===== config.mk =====
export PLATFORM = sky130hd
export DESIGN_NAME = lsu_flat
export DESIGN_NICKNAME = d
export VERILOG_FILES = /design/src/rtl/lsu_if.sv /design/src/rtl/lsu.sv /design/src/flat_wrapper.sv
export SDC_FILE = /design/constraint.sdc
export NUM_CORES = 1
export LEC_CHECK = 0
export ABC_AREA = 1
export BUFFER_PORTS_ARGS = -buffer_cell sky130_fd_sc_hd__buf_2
export CAP_MARGIN = 20
export CORE_MARGIN = 2
export CORE_UTILIZATION = 50
export CTS_BUF_LIST = sky130_fd_sc_hd__clkbuf_4 sky130_fd_sc_hd__clkbuf_8 sky130_fd_sc_hd__clkbuf_16
export CTS_CLUSTER_SIZE = 16
export DETAILED_ROUTE_END_ITERATION = 8
export PLACE_DENSITY = 0.8
export SYNTH_ARGS = -nofsm -noshare
export SYNTH_HDL_FRONTEND = slang
export SYNTH_SLANG_ARGS = --single-unit

===== constraint.sdc =====
create_clock -name clock -period 3.5 [get_ports clock]
set_input_delay 0.175 -clock clock [delete_from_list [all_inputs] [get_ports clock]]
set_output_delay 0.175 -clock clock [all_outputs]
set_load 0.01 [all_outputs]

===== src/rtl/lsu_if.sv =====
// Request/response handshake and data-memory port bundle for the load/store unit.
interface lsu_if;
    logic        req_valid;
    logic        req_ready;
    logic        req_we;
    logic [1:0]  req_size;
    logic        req_signed;
    logic [31:0] req_addr;
    logic [31:0] req_wdata;
    logic        resp_valid;
    logic        resp_ready;
    logic [31:0] resp_rdata;
    logic        resp_err;
    logic        mwr;
    logic        moe;
    logic [31:0] ma;
    logic [31:0] mwd;
    logic [31:0] mrd;

    // The unit itself: serves requests, masters the memory port.
    modport slave (
        input  req_valid, req_we, req_size, req_signed, req_addr, req_wdata,
        input  resp_ready, mrd,
        output req_ready, resp_valid, resp_rdata, resp_err,
        output mwr, moe, ma, mwd
    );

    // Surrounding logic: execute stage on the request side, memory on the bus side.
    modport master (
        output req_valid, req_we, req_size, req_signed, req_addr, req_wdata,
        output resp_ready, mrd,
        input  req_ready, resp_valid, resp_rdata, resp_err,
        input  mwr, moe, ma, mwd
    );
endinterface


===== src/rtl/lsu.sv =====
// Load/store unit: one access at a time, sub-word stores by read-modify-write,
// load lane extraction with sign/zero extension, bad accesses never touch memory.
module lsu #(
    parameter logic [31:0] MAX_ADDR = 32'd127
) (
    input logic  clock,
    input logic  reset,
    lsu_if.slave bus
);
    typedef enum logic [1:0] {IDLE = 2'd0, READ = 2'd1, WRITE = 2'd2, RESP = 2'd3} state_t;

    state_t      state_q, state_d;
    logic        req_ready_q, req_ready_d;
    logic        resp_valid_q, resp_valid_d;
    logic [31:0] resp_rdata_q, resp_rdata_d;
    logic        resp_err_q, resp_err_d;
    logic        mwr_q, mwr_d;
    logic        moe_q, moe_d;
    logic [31:0] ma_q, ma_d;
    logic [31:0] mwd_q, mwd_d;
    logic [1:0]  lane_q, lane_d;
    logic [1:0]  size_q, size_d;
    logic        we_q, we_d;
    logic        sgn_q, sgn_d;
    logic [31:0] wdata_q, wdata_d;
    logic        accept;
    logic        req_bad;

    function automatic logic access_error(input logic [31:0] addr, input logic [1:0] size);
        logic bad;
        bad = (addr > MAX_ADDR) || (size == 2'd3) ||
              ((size == 2'd1) && addr[0]) ||
              ((size == 2'd2) && (addr[1:0] != 2'b00));
        return bad;
    endfunction

    // Little-endian lane select, then extend the byte/half to 32 bits.
    function automatic logic [31:0] load_extract(input logic [31:0] word, input logic [1:0] lane,
                                                 input logic [1:0] size, input logic sgn);
        logic [31:0]        shifted;
        logic signed [7:0]  b;
        logic signed [15:0] h;
        logic signed [31:0] ext;
        logic [31:0]        result;
        shifted = word >> {lane, 3'b000};
        b       = signed'(shifted[7:0]);
        h       = signed'(shifted[15:0]);
        case (size)
            2'd0: begin
                ext    = b;
                result = sgn ? ext : {24'd0, shifted[7:0]};
            end
            2'd1: begin
                ext    = h;
                result = sgn ? ext : {16'd0, shifted[15:0]};
            end
            default: result = word;
        endcase
        return result;
    endfunction

    // Replace the addressed byte/half of the old word, keep the rest.
    function automatic logic [31:0] store_merge(input logic [31:0] word, input logic [31:0] wdata,
                                                input logic [1:0] lane, input logic [1:0] size);
        logic [31:0] mask;
        mask = (size == 2'd0) ? 32'h0000_00FF : 32'h0000_FFFF;
        return (word & ~(mask << {lane, 3'b000})) | ((wdata & mask) << {lane, 3'b000});
    endfunction

    assign accept  = bus.req_valid && req_ready_q;
    assign req_bad = access_error(bus.req_addr, bus.req_size);

    // Next-state and next-output decode; memory strobes default low every cycle.
    always_comb begin
        state_d      = state_q;
        req_ready_d  = req_ready_q;
        resp_valid_d = resp_valid_q;
        resp_rdata_d = resp_rdata_q;
        resp_err_d   = resp_err_q;
        lane_d       = lane_q;
        size_d       = size_q;
        we_d         = we_q;
        sgn_d        = sgn_q;
        wdata_d      = wdata_q;
        mwr_d        = 1'b0;
        moe_d        = 1'b0;
        ma_d         = 32'd0;
        mwd_d        = 32'd0;
        case (state_q)
            IDLE: begin
                if (accept) begin
                    lane_d       = bus.req_addr[1:0];
                    size_d       = bus.req_size;
                    we_d         = bus.req_we;
                    sgn_d        = bus.req_signed;
                    wdata_d      = bus.req_wdata;
                    req_ready_d  = 1'b0;
                    resp_rdata_d = 32'd0;
                    resp_err_d   = 1'b0;
                    if (req_bad) begin
                        state_d      = RESP;
                        resp_valid_d = 1'b1;
                        resp_err_d   = 1'b1;
                    end else if (bus.req_we && (bus.req_size == 2'd2)) begin
                        state_d = WRITE;
                        mwr_d   = 1'b1;
                        ma_d    = {bus.req_addr[31:2], 2'b00};
                        mwd_d   = bus.req_wdata;
                    end else begin
                        state_d = READ;
                        moe_d   = 1'b1;
                        ma_d    = {bus.req_addr[31:2], 2'b00};
                    end
                end
            end
            READ: begin
                if (we_q) begin
                    state_d = WRITE;
                    mwr_d   = 1'b1;
                    ma_d    = ma_q;
                    mwd_d   = store_merge(bus.mrd, wdata_q, lane_q, size_q);
                end else begin
                    state_d      = RESP;
                    resp_valid_d = 1'b1;
                    resp_rdata_d = load_extract(bus.mrd, lane_q, size_q, sgn_q);
                end
            end
            WRITE: begin
                state_d      = RESP;
                resp_valid_d = 1'b1;
                resp_rdata_d = 32'd0;
            end
            default: begin
                if (bus.resp_ready) begin
                    state_d      = IDLE;
                    req_ready_d  = 1'b1;
                    resp_valid_d = 1'b0;
                    resp_rdata_d = 32'd0;
                    resp_err_d   = 1'b0;
                end
            end
        endcase
    end

    // Control state and registered outputs; reset drops the memory strobes at once.
    always_ff @(posedge clock or posedge reset) begin
        if (reset) begin
            state_q      <= IDLE;
            req_ready_q  <= 1'b1;
            resp_valid_q <= 1'b0;
            resp_rdata_q <= 32'd0;
            resp_err_q   <= 1'b0;
            mwr_q        <= 1'b0;
            moe_q        <= 1'b0;
            ma_q         <= 32'd0;
            mwd_q        <= 32'd0;
        end else begin
            state_q      <= state_d;
            req_ready_q  <= req_ready_d;
            resp_valid_q <= resp_valid_d;
            resp_rdata_q <= resp_rdata_d;
            resp_err_q   <= resp_err_d;
            mwr_q        <= mwr_d;
            moe_q        <= moe_d;
            ma_q         <= ma_d;
            mwd_q        <= mwd_d;
        end
    end

    // Latched request fields; only meaningful while a request is in flight.
    always_ff @(posedge clock) begin
        lane_q  <= lane_d;
        size_q  <= size_d;
        we_q    <= we_d;
        sgn_q   <= sgn_d;
        wdata_q <= wdata_d;
    end

    assign bus.req_ready  = req_ready_q;
    assign bus.resp_valid = resp_valid_q;
    assign bus.resp_rdata = resp_rdata_q;
    assign bus.resp_err   = resp_err_q;
    assign bus.mwr        = mwr_q;
    assign bus.moe        = moe_q;
    assign bus.ma         = ma_q;
    assign bus.mwd        = mwd_q;
endmodule


===== src/flat_wrapper.sv =====
// flat-port wrapper written by rule: the top's interface ports become plain ports
module lsu_flat 
#(
    parameter logic [31:0] MAX_ADDR = 32'd127
)
  (clock, reset, bus_req_valid, bus_req_we, bus_req_size, bus_req_signed, bus_req_addr, bus_req_wdata, bus_resp_ready, bus_mrd, bus_req_ready, bus_resp_valid, bus_resp_rdata, bus_resp_err, bus_mwr, bus_moe, bus_ma, bus_mwd);
  lsu_if bus_i ();
  input logic clock;
  input logic reset;
  input wire logic [$bits(bus_i.req_valid)-1:0] bus_req_valid;
  input wire logic [$bits(bus_i.req_we)-1:0] bus_req_we;
  input wire logic [$bits(bus_i.req_size)-1:0] bus_req_size;
  input wire logic [$bits(bus_i.req_signed)-1:0] bus_req_signed;
  input wire logic [$bits(bus_i.req_addr)-1:0] bus_req_addr;
  input wire logic [$bits(bus_i.req_wdata)-1:0] bus_req_wdata;
  input wire logic [$bits(bus_i.resp_ready)-1:0] bus_resp_ready;
  input wire logic [$bits(bus_i.mrd)-1:0] bus_mrd;
  output wire logic [$bits(bus_i.req_ready)-1:0] bus_req_ready;
  output wire logic [$bits(bus_i.resp_valid)-1:0] bus_resp_valid;
  output wire logic [$bits(bus_i.resp_rdata)-1:0] bus_resp_rdata;
  output wire logic [$bits(bus_i.resp_err)-1:0] bus_resp_err;
  output wire logic [$bits(bus_i.mwr)-1:0] bus_mwr;
  output wire logic [$bits(bus_i.moe)-1:0] bus_moe;
  output wire logic [$bits(bus_i.ma)-1:0] bus_ma;
  output wire logic [$bits(bus_i.mwd)-1:0] bus_mwd;
  assign bus_i.req_valid = bus_req_valid;
  assign bus_i.req_we = bus_req_we;
  assign bus_i.req_size = bus_req_size;
  assign bus_i.req_signed = bus_req_signed;
  assign bus_i.req_addr = bus_req_addr;
  assign bus_i.req_wdata = bus_req_wdata;
  assign bus_i.resp_ready = bus_resp_ready;
  assign bus_i.mrd = bus_mrd;
  assign bus_req_ready = bus_i.req_ready;
  assign bus_resp_valid = bus_i.resp_valid;
  assign bus_resp_rdata = bus_i.resp_rdata;
  assign bus_resp_err = bus_i.resp_err;
  assign bus_mwr = bus_i.mwr;
  assign bus_moe = bus_i.moe;
  assign bus_ma = bus_i.ma;
  assign bus_mwd = bus_i.mwd;
  lsu #(.MAX_ADDR(MAX_ADDR)) u_core (.clock(clock), .reset(reset), .bus(bus_i));
endmodule

==> key figures, run 1 <==
GRT
  • Number of global-route vias before repair: around 5,700
  • Global-route wire length before repair: a little under 30,000 um
  • Largest net degree at the start of global routing: 57
  • Initial antenna violation count: 1
  • GRT Residual Overflow: 0
  • Total track usage: 29.7%

STA
  • Min Tclk post-route: about 2.4 ns
  • Final TNS setup: 0 ns
  • RSZ-0062 raised after global routing: false
  • Max frequency: roughly 0.42 GHz
  • Fin. max-slew vios: 0
  • Clock Skews: about 0.011 ns
  • Final Cycle Share: 68.7%
  • Final setup viols: 0
  • Max-slew headroom: 40.1%
  • Fin worst setup slack: between 1 and 1.5 ns
  • Hold WS: 0.00497 ns
  • Fin. Hold Viols: 0
  • Slew @ Worst Pin: about 0.9 ns

Floorplan
  • Cell row count: 39
  • Die height: 112 um
  • Core area: 11,400 sq um
  • Die ar.: 12,400 sq um
  • Die X: ~110 um
  • Effective utilization at floorplan: between 50% and 60%
  • # IOs: between 200 and 250

Worst setup path
  • WS Path Type: reg -> reg
  • CP Launch Type: flip-flop
  • Critical path peak fanout: 32
  • CP arrival: approximately 2.8 ns
  • RR Endpoint: u_core.bus.resp_rdata[10]$_DFFE_PP0P_
  • Reg2Reg Setup Slack: 1.10 ns
  • Worst reg2reg path startpoint: u_core.state_q[0]$_DFFE_PP0P_
  • Worst Setup End Kind: flip-flop
  • Cells on worst reg2reg path: 9
  • Worst EP required: around 3.8 ns

Synthesis
  • Synth Area in XOR/XNOR: 0%
  • Seq/Total Area, Yosys: 55.2%
  • Adder-cell share of the synthesized area: under 10%
  • Post-synth top area cell: dfrtp_1
  • Avg Cell Area, Syn: around 8.3 sq um
  • Synth top area share: a little over two fifths
  • Mapped Area: 5780 sq um
  • Unique masters post-synth: 32
  • Post-synthesis simple-gate area fraction: around a fifth
  • Post-synthesis compound-gate area fraction: 14.7%
  • Largest family of logic cells by synthesized area: simple AND/OR/NAND/NOR gates
  • Synth warn: 0
  • Mux contribution to synthesized area: 0%
  • Yosys reg bits: approximately 120
  • Dominant cells by area after synthesis: dfrtp_1 43%, nand2_1 14%, edfxtp_1 11%
  • Post-synthesis cell count: 694

Cells and area
  • Area grow syn2layout: 36.2%
  • Commonest cells after routing, fill and taps aside: 211 x nand2_1, 202 x buf_2, 100 x dfrtp_1, 82 x inv_1, 60 x o21ai_0
  • Commonest non-fill, non-tap cell in the layout: nand2_1
  • Final non-filler cell total: approximately 1,100
  • Layout cell share with drive strength beyond 1: approximately 28%
  • Fin util: a little under 70%
  • Post-route cell area: 7880 sq um
  • Final nets: between 1,000 and 1,500

CTS
  • Worst skew pair latency: approximately 0.42 ns
  • Root Driver: clkbuf_16
  • Clock buffer depth: 2
  • CTS Sinks: approximately 120
  • Post-CTS Setup Inserts: 0
  • Inserted Clock Buffers: 17
  • H-tree Lvls: 4
  • Clk slew on worst S/H paths: around 0.060 ns
  • CTS tree: done

Pwr
  • P_leak: 4.31 nW
  • Max VDD drop: 466 uV
  • Tot Pwr: between 5 and 6 mW
  • Pwr/cell area: 643 nW/um^2

Worst hold path
  • Worst Hold Path Cells: 3
  • Type of the worst min-delay path: in -> reg
  • WHS Endpoint: u_core.bus.mwd[19]$_DFF_PP0_
  • Min-delay src: bus_req_wdata[19]

Routing
  • Wire per inst: approximately 17 um
  • Drt first pass iters: 6
  • Vias per cell: 5.26
  • DRT antenna net count: 0
  • DRC viols: 0
  • Initial DRC Count: around 530
  • Vias post-DR: ~5,700
  • WL final: roughly 18,000 um

Run
  • Max Cap Viol: 0

Place
  • Pre-CTS setup slack: roughly 1.1 ns
  • Port Buf Inserts: between 200 and 250
  • Dpl hpwl: between 10,000 and 15,000 um
  • RD Place Congestion: roughly 0.95
  • Dpl cell area: approximately 6900 sq um
  • Placed cells: around 1,000

Outcome
  • Status: complete, no violations
## layer usage
layer / up-vias / track usage (%) / wire length, um
met4: 0 / 11.2 / 575
met5: - / 0 / 0
li1: 2712 / - / -
met2: 364 / 50.9 / 8830
met3: 57 / 8.27 / 1780
met1: 2602 / 36.0 / 7040
## critical path, stage by stage, from the launching register on
cell and delay [ns]:
dfrtp_1 0.42, inv_1 0.09, ha_1 0.27, nor2_1 0.19, nand2_1 0.08, nand2_1 0.17
nor2_1 0.14, inv_1 0.68, nand2_1 0.16, nand2_1 0.12
## cells in the mapped netlist
cell type,instances
nand2_1,211
inv_2,5
dfstp_2,1
clkbuf_1,12
conb_1,1
a21oi_2,1
dfrtp_1,100
a22oi_2,1
buf_2,11
nor2_2,2
nor3_2,1
nand2_4,2
a22oi_1,7
nand3_4,1
buf_1,2
nand3_1,19
o22ai_1,25
inv_1,83
nand2_2,2
nor2_1,52
nor2_4,1
a21oi_1,51
nor3_1,2
ha_1,5
nand3_2,1
o221ai_1,6
o211ai_2,1
edfxtp_1,22
buf_4,3
o21ai_0,60
clkinv_1,1
buf_6,2
## worst max path at each step
stage | slack [ns] | startpoint | end
2_1_floorplan | 0.68 | reset | u_core.bus.ma[10]$_DFFE_PP0N_
3_3_place_gp | 1.27 | u_core.state_q[0]$_DFFE_PP0P_ | u_core.bus.resp_rdata[27]$_DFFE_PP0P_
3_5_place_dp | 1.11 | u_core.state_q[0]$_DFFE_PP0P_ | u_core.bus.resp_rdata[10]$_DFFE_PP0P_
4_1_cts | 1.08 | u_core.state_q[0]$_DFFE_PP0P_ | u_core.bus.resp_rdata[10]$_DFFE_PP0P_
5_1_grt | 0.78 | u_core.state_q[0]$_DFFE_PP0P_ | u_core.bus.resp_rdata[20]$_DFFE_PP0P_
6_report | 1.10 | u_core.state_q[0]$_DFFE_PP0P_ | u_core.bus.resp_rdata[10]$_DFFE_PP0P_
## state kept, by name (all words and copies together) (netlist names)
name and cells:
u_core.bus.mwd 32, u_core.bus.resp_rdata 32, u_core.bus.ma 30, u_core.wdata_q 16, u_core.lane_q 2, u_core.size_q 2
u_core.state_q 2, u_core.bus.moe 1, u_core.bus.mwr 1, u_core.bus.req_ready 1, u_core.bus.resp_err 1, u_core.bus.resp_valid 1
u_core.sgn_q 1, u_core.we_q 1
## layout make-up
class,instances,area (sq um)
multi-input cells,453,2110
flip-flops and latches,123,3190
clock inverters,9,82.6
diodes,2,5.00
fillers,890,3490
well taps,143,179
repair buffers,249,1460
clock buffers,23,507
inverters,89,337
## where the power goes
part	switching, mW	leakage [nW]	internal (mW)	total [mW]
clock network	0.636	0.296	1.09	1.73
registers	0.148	1.59	1.72	1.87
logic	0.974	2.42	0.487	1.46
total	1.76	4.31	3.30	5.06
## logic make-up (layout without fill, tap and decap cells)
| logic type | count (synthesis) | after routing |
|---|---|---|
| other | 1 | 4 |
| flip-flops | 123 | 123 |
| adder cells (fa/ha/maj) | 5 | 5 |
| buffers and inverters | 119 | 370 |
| AND/OR/NAND/NOR | 294 | 294 |
| AO/OA/AOI/OAI | 152 | 152 |
## timing repair
item,4_1_cts,5_1_grt
hold buffers,40,0
setup endpoints to repair,0,0
resized for setup,0,0
endpoints found under the hold margin,107,0
No activity file was read; power rests on OpenSTA's default activity.
==> run 2, diff against run 1 <==
CORE_UTILIZATION = 45   (was 50)
PLACE_DENSITY = 0.76   (was 0.8)
clock period = 1.9 ns   (was 3.5 ns; I/O delays follow)
==> run 2 against run 1 <==
Wire length grew 3.4%. Combinational power is 110% higher. Worst hold slack improved by 0.055 ns. Final cell count grew 5.0%. Utilization is 3.4 points lower. Largest power group is now clock.
==> key figures, run 2 (synthesis gave the netlist of run 1 again) <==
Outcome
  • Status: complete, no violations

Floorplan
  • Die ar.: about 14,000 sq um
  • # IOs: around 210
  • Cell row count: 41
  • Die X: roughly 120 um
  • Effective utilization at floorplan: between 40% and 50%
  • Die height: roughly 120 um
  • Core area: 12,600 sq um

CTS
  • H-tree Lvls: 4
  • Clk slew on worst S/H paths: roughly 0.060 ns
  • Root Driver: clkbuf_16
  • Inserted Clock Buffers: 17
  • Clock buffer depth: 2
  • Worst skew pair latency: between 0.4 and 0.5 ns
  • CTS tree: done
  • CTS Sinks: approximately 120

Worst setup path
  • Worst EP required: 2.25 ns
  • CP arrival: roughly 2.1 ns
  • Crit path largest cell delay: 0.42 ns
  • Reg2Reg Setup Slack: 0.14 ns
  • Worst path most repeated cell: nand2_1
  • Cells on worst reg2reg path: 11
  • Critical Path, Cell by Cell: inv_2 -> ha_4 -> inv_1 -> nand2_1 -> nand2_2 -> nor3_4 -> inv_2 -> buf_12 -> a21oi_1 -> nand2_1 -> nand2_1
  • Slowest cell on crit path: dfrtp_1
  • Worst reg2reg path startpoint: u_core.state_q[1]$_DFFE_PP0P_
  • Worst Setup End Kind: flip-flop
  • CP Launch Type: flip-flop
  • Critical path peak fanout: 26
  • RR Endpoint: u_core.bus.resp_rdata[26]$_DFFE_PP0P_
  • WS Path Type: reg -> reg

Run
  • Max Cap Viol: 0

Cells and area
  • Fin util: approximately 66%
  • Final nets: about 1,100
  • Filler instances: roughly 1,000
  • Post-route cell area: 8280 sq um
  • Final non-filler cell total: between 1,000 and 1,500
  • Area grow syn2layout: 43.2%
  • Commonest non-fill, non-tap cell in the layout: nand2_1
  • Sequential cell area: roughly 3200 sq um
  • Layout cell share with drive strength beyond 1: between 20 and 30%
  • Commonest cells after routing, fill and taps aside: 210 x nand2_1, 202 x buf_2, 100 x dfrtp_1, 80 x inv_1, 60 x o21ai_0
  • Area occupied by multi-input gates: around 2100 sq um
  • ANT cells: 0

STA
  • Fin. max-slew vios: 0
  • Max frequency: 0.568 GHz
  • Clock Skews: ~0.0059 ns
  • Min Tclk post-route: between 1.5 and 2 ns
  • Max-slew headroom: 62.3%
  • Slew @ Worst Pin: 0.565 ns
  • Final TNS setup: 0 ns
  • Final setup viols: 0
  • Fin. Hold Viols: 0
  • Final Cycle Share: approximately 90%

Routing
  • Wire per inst: ~16 um
  • Vias per cell: a little over 5
  • DRC viols: 0
  • Vias post-DR: around 5,900
  • Initial DRC Count: roughly 540
  • DRT antenna net count: 0
  • Drt first pass iters: 5
  • WL final: 18,800 um

GRT
  • Total track usage: 28.3%
  • GRT Residual Overflow: 0
  • Largest net degree at the start of global routing: 102
  • Global-route wire length before repair: ~30,000 um
  • Initial antenna violation count: 1
  • Number of global-route vias before repair: about 5,800

Place
  • Dpl cell area: 7080 sq um
  • RD Place Congestion: ~0.96
  • Dpl hpwl: around 13,000 um
  • Placed cells: approximately 1,100
  • Port Buf Inserts: 202

Worst hold path
  • Type of the worst min-delay path: in -> reg
  • Worst Hold Path Cells: 3
  • WHS Endpoint: u_core.bus.mwd[17]$_DFF_PP0_
  • Min-delay src: bus_mrd[17]

Pwr
  • Tot Pwr: between 10 and 15 mW
  • Pwr/cell area: approximately 1200 nW/um^2
  • Max VDD drop: 926 uV
  • P_leak: approximately 4.5 nW
==> run 2: cell count changes in the layout (fill, tap and decap cells not counted), moves of 3 or more <==
cell / before / now
buf_4: 7 / 19
inv_4: 3 / 0
buf_12: 0 / 4
bufinv_16: 1 / 5
clkbuf_8: 3 / 0
dlygate4sd3_1: 40 / 52
==> run 2: through the flow <==
step           hold WS, ns  worst slack (ns)
6_report            0.0601             0.140
5_1_grt             0.0744          -0.00152
4_1_cts             0.0372            0.0488
3_5_place_dp         0.283            0.0655
3_3_place_gp         0.285             0.196
2_1_floorplan        0.194            0.0250
==> run 2: where the power goes <==
group          total (mW)  switching [mW]  internal, mW  leakage, nW
Combinational        3.09            1.94          1.15         2.57
Sequential           3.42           0.244          3.18         1.59
Clock                3.51            1.17          2.34        0.313
==> run 2: final cells by class <==
type | count | share of cell area, %
sequential | 123 | 38.5
tap | 172 | 2.60
timing repair buffer | 277 | 21.2
clock buffer | 19 | 5.32
inverter | 89 | 4.08
multi-input combinational | 453 | 25.9
clock inverter | 13 | 2.40
==> run 2: timing repair <==
item | in CTS | in global routing
setup endpoints to repair | 0 | 33
endpoints found under the hold margin | 159 | 0
buffers inserted | 0 | 2
resized for setup | 0 | 7
hold buffers | 52 | 0
==> run 2: worst max-delay path by stage <==
stage,from,endpoint,slack [ns],cells past startpoint
after detailed placement,u_core.state_q[1]$_DFFE_PP0P_,u_core.bus.resp_rdata[21]$_DFFE_PP0P_,0.07,11
after CTS,u_core.state_q[1]$_DFFE_PP0P_,u_core.bus.resp_rdata[21]$_DFFE_PP0P_,0.05,11
after global placement,u_core.state_q[1]$_DFFE_PP0P_,u_core.bus.resp_rdata[28]$_DFFE_PP0P_,0.20,11
final,u_core.state_q[1]$_DFFE_PP0P_,u_core.bus.resp_rdata[26]$_DFFE_PP0P_,0.14,11
after global routing,u_core.state_q[1]$_DFFE_PP0P_,u_core.bus.resp_rdata[17]$_DFFE_PP0P_,-0.002,11
after floorplan,u_core.state_q[0]$_DFFE_PP0P_,u_core.bus.ma[2]$_DFFE_PP0N_,0.03,8
==> run 2: critical path, delay by kind of cell (launching register included) <==
family,cells,cell delay (ns)
buf+inv,4,0.35
flops,1,0.42
compound gates,1,0.14
simple gates,5,0.54
fa+ha+maj,1,0.26
==> run 2: metal layers <==
layer	vias to the layer above	global-route usage, %	part of all wire (%)
li1	2779	-	-
met3	68	8.80	9.1
met4	2	12.9	4.1
met5	-	0	0.058
met2	365	47.0	47
met1	2661	33.6	39
==> run 3, diff against run 2 <==
CORE_MARGIN = default   (was 2)
==> run 3 against run 2 <==
Critical path depth stayed put. Clock skew is 0.0040 ns higher. Die area is 3.4% lower. Largest cell class unchanged. Highest routed layer unchanged.
==> key figures, run 3 (synthesis gave the netlist of run 1 again) <==
Outcome
  • Status: complete, no violations

STA
  • Clock Skews: ~0.01 ns
  • Fin. max-slew vios: 0
  • Slew @ Worst Pin: 0.699 ns
  • Min Tclk post-route: 1.77 ns
  • Fin. Hold Viols: 0
  • Final TNS setup: 0 ns
  • Fin worst setup slack: 0.130 ns
  • RSZ-0062 raised after global routing: false
  • Max-slew headroom: between 50% and 60%
  • Max frequency: around 0.56 GHz
  • Final Cycle Share: between 90% and 100%
  • Final setup viols: 0

Routing
  • Drt first pass iters: 5
  • Vias per cell: 5.00
  • WL final: 18,400 um
  • DRC viols: 0
  • Initial DRC Count: ~580
  • Vias post-DR: ~5,700
  • Wire per inst: 16.0 um
  • DRT antenna net count: 0

Pwr
  • Internal cell power: between 6 and 7 mW
  • Clock Power Share: 33.4%
  • Pwr/cell area: roughly 1200 nW/um^2
  • Net Sw Power: between 3 and 4 mW
  • P_leak: approximately 4.5 nW
  • Net Sw Frac: ~34%
  • Max VDD drop: 691 uV
  • Sequential share of power: roughly a third
  • Comb power frac: roughly a third

Worst setup path
  • CP arrival: 2.12 ns
  • Worst EP required: roughly 2.3 ns
  • Reg2Reg Setup Slack: around 0.13 ns
  • Critical path peak fanout: 26
  • Cells on worst reg2reg path: 11
  • WS Path Type: reg -> reg
  • Worst Setup End Kind: flip-flop
  • CP Launch Type: flip-flop

Floorplan
  • Die height: between 100 and 150 um
  • Die X: 115 um
  • Core area: 12,600 sq um
  • Die ar.: 13,300 sq um
  • Cell row count: 41
  • # IOs: 205
  • Effective utilization at floorplan: 46.0%

CTS
  • CTS Sinks: 123
  • H-tree Lvls: 4
  • Root Driver: clkbuf_16
  • Inserted Clock Buffers: 17
  • CTS tree: done
  • Clock buffer depth: 2
  • Worst skew pair latency: around 0.4 ns
  • Clk slew on worst S/H paths: around 0.06 ns

GRT
  • Initial antenna violation count: 2
  • GRT Residual Overflow: 0
  • Number of global-route vias before repair: ~5,500
  • Total track usage: approximately 28%
  • Global-route wire length before repair: around 28,000 um
  • Largest net degree at the start of global routing: around 100

Cells and area
  • Commonest non-fill, non-tap cell in the layout: nand2_1
  • Final nets: roughly 1,100
  • Layout cell share with drive strength beyond 1: around 29%
  • Commonest cells after routing, fill and taps aside: 210 x nand2_1, 202 x buf_2, 100 x dfrtp_1, 81 x inv_1, 60 x o21ai_0
  • Area grow syn2layout: 42.4%

Place
  • Port Buf Inserts: ~200
  • Pre-CTS setup slack: roughly 0.066 ns
  • Dpl hpwl: between 10,000 and 15,000 um
  • RD Place Congestion: 0.952

Run
  • Max Cap Viol: 0

Worst hold path
  • Worst Hold Path Cells: 3
  • Type of the worst min-delay path: in -> reg
==> run 3: cell count changes in the layout (fill, tap and decap cells not counted), sizes merged <==
cell / change
bufinv: -2
clkinvlp: -1
dlygate4sd3: -1
clkinv: +3
buf: +1
diode: +1
==> run 3: critical path, stage by stage, from the launching register on <==
cell	delay, ns
dfrtp_1	0.41
inv_1	0.11
ha_4	0.27
inv_1	0.04
nand2_1	0.07
nand2_2	0.09
nor3_4	0.23
inv_2	0.06
buf_12	0.16
a21oi_1	0.13
nand2_1	0.07
nand2_1	0.06
==> run 3: what timing repair did <==
action                                  4_1_cts  5_1_grt
hold buffers                                 51        0
endpoints found under the setup margin        0       33
gates resized for setup                       0        5
buffers inserted                              0        1
hold endpoints to repair                    159        0
==> run 3: power by group through the flow <==
| stage | clock (mW) | sequential, mW | combinational, mW |
|---|---|---|---|
| finish | 3.26 | 3.41 | 3.08 |
| global route | 3.44 | 3.46 | 3.39 |
| CTS | 3.30 | 3.41 | 3.00 |
| detailed placement | 0 | 3.44 | 2.90 |
| global placement | 0 | 3.44 | 2.86 |
| floorplan | 0 | 3.59 | 1.56 |
==> run 3: per-stage QoR <==
step / hold WS [ns] / utilization [%] / cell area, sq um / cells / total power [mW]
4_1_cts: 0.0475 / 65.2 / 8200 / 1145 / 9.70
3_5_place_dp: 0.288 / 56.4 / 7090 / 1062 / 6.35
5_1_grt: 0.0729 / 65.5 / 8240 / 1147 / 10.3
3_3_place_gp: 0.287 / 56.4 / 7090 / 1062 / 6.30
6_report: 0.0665 / 65.5 / 8240 / 1147 / 9.76
2_1_floorplan: 0.194 / - / 5800 / 695 / 5.15
==> run 3: layer usage <==
| metal | vias up | global-route usage (%) | part of all wire, % |
|---|---|---|---|
| li1 | 2776 | - | - |
| met1 | 2628 | 34.2 | 41 |
| met2 | 281 | 47.7 | 48 |
| met3 | 48 | 6.59 | 7.5 |
| met4 | 2 | 14.5 | 3.6 |
| met5 | - | 0 | 0.071 |
==> run 3: worst paths after layout <==
kind	start	endpoint
worst max-delay path	u_core.state_q[1]$_DFFE_PP0P_	u_core.bus.resp_rdata[30]$_DFFE_PP0P_
worst min-delay path	bus_mrd[7]	u_core.bus.mwd[7]$_DFF_PP0_
worst max register to register	u_core.state_q[1]$_DFFE_PP0P_	u_core.bus.resp_rdata[30]$_DFFE_PP0P_
worst min register to register	u_core.bus.resp_rdata[0]$_DFFE_PP0P_	u_core.bus.resp_rdata[0]$_DFFE_PP0P_
max in group asynchronous	reset	u_core.bus.mwd[15]$_DFF_PP0_
min in group asynchronous	reset	u_core.bus.resp_rdata[1]$_DFFE_PP0P_
==> run 3: final cells by class <==
type,instances,area (sq um)
multi-input cells,453,2140
repair buffers,277,1750
clock buffers,19,447
diodes,1,2.50
flip-flops and latches,123,3190
well taps,172,215
inverters,89,338
clock inverters,13,150
fillers,1025,4330
